--- src/rtl/viterbi_soft_decoder.sv ---
// viterbi_soft_decoder
// Rate-1/2 soft-decision Viterbi decoder with register-exchange survivors.
// One symbol pair is accepted per in_valid. Once DEPTH pairs of the frame have
// been accepted, each accepted pair yields one decoded bit two clocks later.
//
// Optional build macro:
//   VITERBI_BEST_STATE_EN - take d_out from the survivor of the state with the
//                           smallest path metric (lowest index on ties).
//                           Without it, state 0's survivor is used and no
//                           comparator tree is built.
module viterbi_soft_decoder #(
    parameter int           K     = 4,
    parameter int           SW    = 3,
    parameter int           MW    = 8,
    parameter int           DEPTH = 32,
    parameter logic [K-1:0] G0    = 4'b1101,
    parameter logic [K-1:0] G1    = 4'b1111
) (
    input  logic          clk,
    input  logic          rst,
    input  logic          in_valid,
    input  logic [SW-1:0] sym_0,
    input  logic [SW-1:0] sym_1,
    input  logic          frame_start,
    output logic          out_valid,
    output logic          d_out
);

    localparam int S  = 1 << (K - 1);
    localparam int SB = K - 1;
    localparam int FW = $clog2(DEPTH + 1);

    localparam logic [SW-1:0] SYM_MAX   = '1;
    localparam logic [MW-1:0] PM_INIT   = {2'b00, 1'b1, {(MW - 3){1'b0}}};
    localparam logic [FW-1:0] FILL_FULL = FW'(DEPTH);
    localparam logic [FW-1:0] FILL_LAST = FW'(DEPTH - 1);

    // Distance of a soft symbol from an expected code bit.
    function automatic logic [SW:0] sym_dist(input logic [SW-1:0] x, input logic c);
        return c ? {1'b0, SYM_MAX - x} : {1'b0, x};
    endfunction

    // Branch metric for the K-bit path {u, s}; the newest input bit is the MSB.
    function automatic logic [SW:0] branch_metric(input logic [SW-1:0] s0,
                                                  input logic [SW-1:0] s1,
                                                  input logic [K-1:0]  path);
        return sym_dist(s0, ^(path & G0)) + sym_dist(s1, ^(path & G1));
    endfunction

    // Start-of-frame metric: the encoder is known to start in state 0.
    function automatic logic [MW-1:0] init_metric(input int s);
        return (s == 0) ? '0 : PM_INIT;
    endfunction

    logic [MW-1:0]    pm       [S];
    logic [DEPTH-1:0] surv     [S];
    logic [FW-1:0]    fill;
    logic             vld_p0;

    logic [MW-1:0]    src_pm   [S];
    logic [DEPTH-2:0] src_keep [S];
    logic [FW-1:0]    src_fill;
    logic [S-1:0]     msb_vec;
    logic             all_msb;
    logic [MW-1:0]    nxt_pm   [S];
    logic [DEPTH-1:0] nxt_surv [S];
    logic [SB-1:0]    sel;

    // A pair arriving with frame_start is decoded against a freshly started frame.
    assign src_fill = frame_start ? '0 : fill;

    for (genvar s = 0; s < S; s++) begin : g_src
        assign src_pm[s]   = frame_start ? init_metric(s) : pm[s];
        assign src_keep[s] = frame_start ? '0 : surv[s][DEPTH-2:0];
        // Initial metrics never carry the MSB, so a restart never normalises.
        assign msb_vec[s]  = ~frame_start & pm[s][MW-1];
    end

    assign all_msb = &msb_vec;

    for (genvar ns = 0; ns < S; ns++) begin : g_acs
        localparam logic [SB-1:0] ST    = SB'(ns);
        localparam logic [SB-1:0] PRED0 = {ST[SB-2:0], 1'b0};
        localparam logic [SB-1:0] PRED1 = {ST[SB-2:0], 1'b1};

        logic [MW-1:0] cand0;
        logic [MW-1:0] cand1;
        logic [MW-1:0] win;
        logic          dec;

        // The transition path {u, pred} equals {ns, lost bit}.
        assign cand0 = src_pm[PRED0] + MW'(branch_metric(sym_0, sym_1, {ST, 1'b0}));
        assign cand1 = src_pm[PRED1] + MW'(branch_metric(sym_0, sym_1, {ST, 1'b1}));
        // Strict compare: a tie keeps predecessor 0.
        assign dec   = (cand1 < cand0);
        assign win   = dec ? cand1 : cand0;

        assign nxt_pm[ns]   = all_msb ? {1'b0, win[MW-2:0]} : win;
        assign nxt_surv[ns] = {dec ? src_keep[PRED1] : src_keep[PRED0], ST[SB-1]};
    end

`ifdef VITERBI_BEST_STATE_EN
    // Heap-ordered comparator tree; leaf S+s is state s, so the left child
    // always covers lower state indices and wins on equal metrics.
    function automatic logic [SB-1:0] best_state(input logic [MW-1:0] m [S]);
        logic [MW-1:0] tp [1:2*S-1];
        logic [SB-1:0] ti [1:2*S-1];
        for (int s = 0; s < S; s++) begin
            tp[S + s] = m[s];
            ti[S + s] = SB'(s);
        end
        for (int n = S - 1; n >= 1; n--) begin
            if (tp[2*n + 1] < tp[2*n]) begin
                tp[n] = tp[2*n + 1];
                ti[n] = ti[2*n + 1];
            end else begin
                tp[n] = tp[2*n];
                ti[n] = ti[2*n];
            end
        end
        return ti[1];
    endfunction

    assign sel = best_state(pm);
`else
    assign sel = '0;
`endif

    // Accepted pairs advance metrics, survivors and fill; a lone frame_start restarts the frame.
    always_ff @(posedge clk) begin
        if (!rst) begin
            for (int s = 0; s < S; s++) begin
                pm[s]   <= init_metric(s);
                surv[s] <= '0;
            end
            fill   <= '0;
            vld_p0 <= 1'b0;
        end else if (in_valid) begin
            for (int s = 0; s < S; s++) begin
                pm[s]   <= nxt_pm[s];
                surv[s] <= nxt_surv[s];
            end
            fill   <= (src_fill == FILL_FULL) ? src_fill : src_fill + FW'(1);
            vld_p0 <= (src_fill >= FILL_LAST);
        end else if (frame_start) begin
            for (int s = 0; s < S; s++) begin
                pm[s]   <= init_metric(s);
                surv[s] <= '0;
            end
            fill   <= '0;
            vld_p0 <= 1'b0;
        end else begin
            vld_p0 <= 1'b0;
        end
    end

    // Output register: oldest survivor bit one clock after acceptance; a restart drops it.
    always_ff @(posedge clk) begin
        if (!rst) begin
            out_valid <= 1'b0;
            d_out     <= 1'b0;
        end else begin
            out_valid <= vld_p0 & ~frame_start;
            if (vld_p0) begin
                d_out <= surv[sel][DEPTH-1];
            end
        end
    end

endmodule

--- config.mk ---
export PLATFORM = sky130hd
export DESIGN_NAME = viterbi_soft_decoder
export DESIGN_NICKNAME = d
export VERILOG_FILES = /design/src/rtl/viterbi_soft_decoder.sv
export SDC_FILE = /design/constraint.sdc
export NUM_CORES = 1
export LEC_CHECK = 0
export CAP_MARGIN = 20
export CORE_ASPECT_RATIO = 2
export CORE_MARGIN = 3
export CORE_UTILIZATION = 50
export CTS_CLUSTER_DIAMETER = 30
export DETAILED_ROUTE_END_ITERATION = 10
export PLACE_DENSITY = 0.64
export SLEW_MARGIN = 40
export SYNTH_ARGS = -nofsm -noshare
export SYNTH_HDL_FRONTEND = slang
export SYNTH_SLANG_ARGS = --single-unit
--- constraint.sdc ---
create_clock -name clk -period 7.3 [get_ports clk]
set_input_delay 1.46 -clock clk [delete_from_list [all_inputs] [get_ports clk]]
set_output_delay 1.46 -clock clk [all_outputs]
set_load 0.02 [all_outputs]
## After elaboration in Yosys (flattened, before gate mapping)

Memories as Yosys holds them, arrays and structs flattened. A register that Yosys moved wholly into a read port is not among the register bits.
Index checks and enable logic that the tools add are counted.

| word-level totals | value |
|---|---|
| register bits | 8 |
| RAM bits | 320 |
| memories kept | 2 |
| bits of input ports | 10 |

Memory list:

| memory | words | width | rd ports | clocked after memory_dff | write ports | RTL line | source |
|---|---|---|---|---|---|---|---|
| surv | 8 | 32 | 9 | 1 | 8 | 56 | `logic [DEPTH-1:0] surv [S];` |
| pm | 8 | 8 | 8 | 0 | 8 | 55 | `logic [MW-1:0] pm [S];` |

| operators by class | value |
|---|---|
| reductions and logical operators | 3 |
| multiplexer cells | 83 |
| equal/unequal tests | 1 |
| order comparisons | 9 |
| $add $sub $neg | 23 |
| bitwise operators | 42 |

Operators by type and width:

| cell | count |
|---|---|
| two-way mux 32 bit | 16 |
| two-way mux 31 bit | 16 |
| two-way mux 8 bit | 40 |
| adder 8 x 4 -> 8 bit | 16 |
| < comparator 8 bit | 8 |
| OR 1 bit | 32 |
| two-way mux 6 bit | 3 |
| adder 3 x 3 -> 4 bit | 4 |
| bitwise AND 1 bit | 9 |
| two-way mux 1 bit | 8 |
| AND reduction 8 bit | 1 |
| adder 6 x 1 -> 6 bit (second input constant) | 1 |
| == test 6 bit (second input constant) | 1 |
| greater-or-equal comparator 6 x 5 -> 1 bit (second input constant) | 1 |
| subtractor 3 bit (first input constant) | 2 |
| AND reduction 2 bit | 1 |
| zero test 1 bit | 1 |
| inverter 1 bit | 1 |

## Logic depth before layout (Yosys ltp)

| depth | value |
|---|---|
| depth after elaboration | 8 |
| gate-level depth with buffers | 24 |
| depth with buffers taken out | 19 |

## Worst setup path after synthesis

Ideal clock, no wire load.

| timing | value |
|---|---|
| path type | input to register |
| from | input port frame_start |
| to | memory pm[1][6] (netlist: pm[0][14]), data pin |
| stages | 23 |
| path slack | 1,503 ps |
| setup time | 260 ps |
| path buffers | 6 |
| data arrival time | 5,536 ps |
| cells stage by stage | buf_2 -> buf_4 -> inv_1 -> clkbuf_1 -> clkbuf_1 -> clkbuf_1 -> nand2_1 -> inv_1 -> ha_1 -> a21o_1 -> maj3_2 -> o31ai_2 -> a21boi_0 -> xnor2_1 -> nand2_1 -> ha_1 -> nand3_1 -> nand2_1 -> a41oi_1 -> a21oi_1 -> buf_2 -> nor2_1 -> a2bb2o_1 |

RTL lines:

| element | RTL line | source |
|---|---|---|
| from (decl) | 24 | `input logic frame_start,` |
| to (decl) | 55 |  |

==> flow_summary.toml <==
[logic_synthesis]
syn-num-nets = 2151
synth.cell_area_um2 = 18800
synth_adder_area_share = 0.100
yosysWarnings = 0
synth_cell_type_count = 76
yosysSeqAreaShare = 0.395
synth_area_per_cell_um2 = 9.38
ys_top_cells_by_count = "a21oi_1 (215), mux2i_1 (192), o21ai_0 (163)"
yosysMostFrequentCell = "a21oi_1"
synth_top_family_by_area = "compound AO/OA/AOI/OAI gates"
synthXorXnorAreaFrac = 0.0483
synth_compound_area_frac = 0.181
yosys.area.top_type = "edfxtp_1"
synthSimpleGateAreaFrac = 0.120
netlist_instances = 2009
async_flop_share = 0
synthMuxAreaShare = 0.109
synth_edf_count = 147
ys_top_cells_by_area = "edfxtp_1 (23%), dfxtp_1 (16%), mux2i_1 (10%), ha_1 (7.4%), a21oi_1 (5.7%)"
yosys.area.top_type_share = 0.234
synth-seq-cells = 298
synthFlopType = "dfxtp_1"

[power]
p_seq_frac = 0.306
swShare = 0.364
ir_drop_mv = 0.188
power_frac_comb = 0.354
clkPwrFrac = 0.340
p_int_uw = 4030
power.density_nw_per_um2 = 302
p_leak_uw = 0.00835
p_switching_uw = 2300

[sta]
tightest_slew_ns = 0.824
finalSetupViolCount = 0
final-max-slew-violation-count = 0
min_period_ns = 6.27
hold_slack_ns = 0.469
setup_tns_ns = 0
period_share = 0.859
skew_ns = 0.0329
hold_viol_final = 0
rsz0062_at_grt = "no"
maxSlewHeadroom = 0.450
max_freq_ghz = 0.159

[detailed_routing]
wl_met3_mm = 1.99
avgRoutedWirePerCell_um = 22.5
routed_wl_mm = 55.5
drt_pre_antenna_iters = 5
wl_met2_mm = 29.1
topRoutingLayerUsed = "met4"
detail_route.iter0.violations = 858
drtAntennaViolNets = 0
remaining_drc_errors = 0
wl_met1_mm = 19.2
viasPerCell = 6.12
num_vias = 15100

[setup_path]
critPathCapture = "surv[0][219]"
end_kind = "flip-flop"
crit_type = "primary input to flip-flop"
critPathMaxFanout = 20
reg2reg_from = "pm[1][17]"
r2r_slack_ns = 2.84
worstPathRequired_ns = 7.77
r2r_end = "surv[0][235]"
startpoint_type = "primary input"
crit_start = "sym_1[0]"
crit_arrival_ns = 6.75
reg2reg_depth = 15

[cells_and_area]
layout-drive-gt1-share = 0.0885
syn_to_final_growth_pct = 11.5
diodes = 0
nets = 2118
instances_no_fill = 2471

[global_routing]
antenna_found_initial = 0
grt_max_degree = 113
grt_pass1_wl_mm = 85.7
grt_usage = 0.275
grt_pass1_vias = 15500
grt_overflow = 0

[clocking]
cts_tree = "done"
worstSkewPairLatency_ns = 0.57
clk_pin_slew_ns = 0.06
cts_resized = 0
cts-root-buf = "clkbuf_16"
clock_sinks = 298
cts_htree_levels = 2
cts_buffers = 45
clockBufferDepth = 3
cts_setup_buffers = 0
postCtsHoldBufs = 0

[worst_hold_path]
hold_path_class = "flip-flop to flip-flop"
min-delay-start = "pm[1][26]"

[floorplanning]
die_x_um = 143
start_util = 0.507
core-area_um2 = 37200
rows = 100
num_io_pins = 12
die_h_um = 281
die-area_um2 = 40200

[placement]
placedCellCount = 2388
hpwl_mm = 38.9
place.gp.congestion = 0.942
numPortBuffers = 11

[run_status]
outcome = "complete, no violations"

[job]
maxCapViolCount = 0
## critical path, cell delays in order
cell	delay, ns
clkdlybuf4s50_1	0.52
ha_1	0.21
inv_1	0.06
fa_1	0.79
inv_1	0.28
ha_1	0.35
a21oi_1	0.06
maj3_1	0.39
o21ai_0	0.29
nand2_1	0.11
xor2_1	0.16
and2_1	0.19
ha_1	0.30
a21o_1	0.18
a31oi_1	0.13
o21ai_0	0.11
a31o_2	0.47
buf_12	0.27
mux2i_1	0.14
a211oi_1	0.25
## layout by cell type (no fill, tap or decap), types with 15 or more instances in the layout
cell | synthesis | layout
a21o_1 | 27 | 27
a21oi_1 | 215 | 213
a211oi_1 | 30 | 30
a31oi_1 | 15 | 15
nor2b_1 | 52 | 51
mux2i_1 | 192 | 192
xor2_1 | 24 | 24
inv_1 | 84 | 82
nand3_1 | 60 | 60
o21ai_0 | 163 | 160
clkbuf_16 | 0 | 46
dfxtp_1 | 151 | 151
buf_4 | 4 | 33
nand2_1 | 138 | 136
fa_1 | 20 | 20
xnor2_1 | 63 | 63
ha_1 | 112 | 112
edfxtp_1 | 147 | 147
nor2_1 | 144 | 143
## area by class of cell
| type | instances | area (um^2) |
|---|---|---|
| clock inverter | 28 | 308 |
| tap | 459 | 574 |
| timing repair buffer | 54 | 547 |
| multi-input combinational | 1490 | 10600 |
| clock buffer | 55 | 1190 |
| inverter | 87 | 334 |
| fill | 3304 | 16200 |
| sequential | 298 | 7440 |
## per-stage QoR
step	utilization	total power (uW)	instance area, um^2	setup WS [ns]
2_1_floorplan	-	3450	18800	1.50
3_3_place_gp	0.524	4150	19500	0.520
3_5_place_dp	0.525	4200	19500	0.501
4_1_cts	0.565	6360	21000	1.09
5_1_grt	0.565	6590	21000	0.740
6_report	0.565	6340	21000	1.03
## sequential cells by signal, indices dropped and copies added (netlist names)
signal     cells
surv         225
pm            64
fill           6
d_out          1
out_valid      1
vld_p0         1
## worst min path at each step
stage	cells past startpoint	to	slack [ns]
after floorplan	2	pm[1][26]	0.44
after global placement	2	pm[1][26]	0.45
after detailed placement	2	pm[1][26]	0.46
after CTS	2	pm[1][26]	0.47
after global routing	2	pm[1][26]	0.50
final	2	pm[1][26]	0.47
## cells by family (layout without fill, tap and decap cells)
family          Yosys count  count (layout)
compound gates          567             567
xor+xnor                 94              94
fa+ha+maj               140             140
buf+inv                 221             224
flops                   298             298
mux                     204             204
simple gates            485             485
## power groups by stage
stage | Sequential (uW) | Combinational, uW | Clock, uW
global route | 1950 | 2390 | 2250
finish | 1940 | 2240 | 2160
detailed placement | 1970 | 2230 | 0
floorplan | 1940 | 1520 | 0
global placement | 1970 | 2180 | 0
CTS | 1940 | 2240 | 2190
## routing by layer
| metal | GRT usage | vias up |
|---|---|---|
| li1 | - | 7197 |
| met3 | 0.0353 | 198 |
| met5 | 0 | - |
| met1 | 0.274 | 7344 |
| met2 | 0.500 | 391 |
| met4 | 0.219 | 0 |
Power figures use the tool's default switching activity.
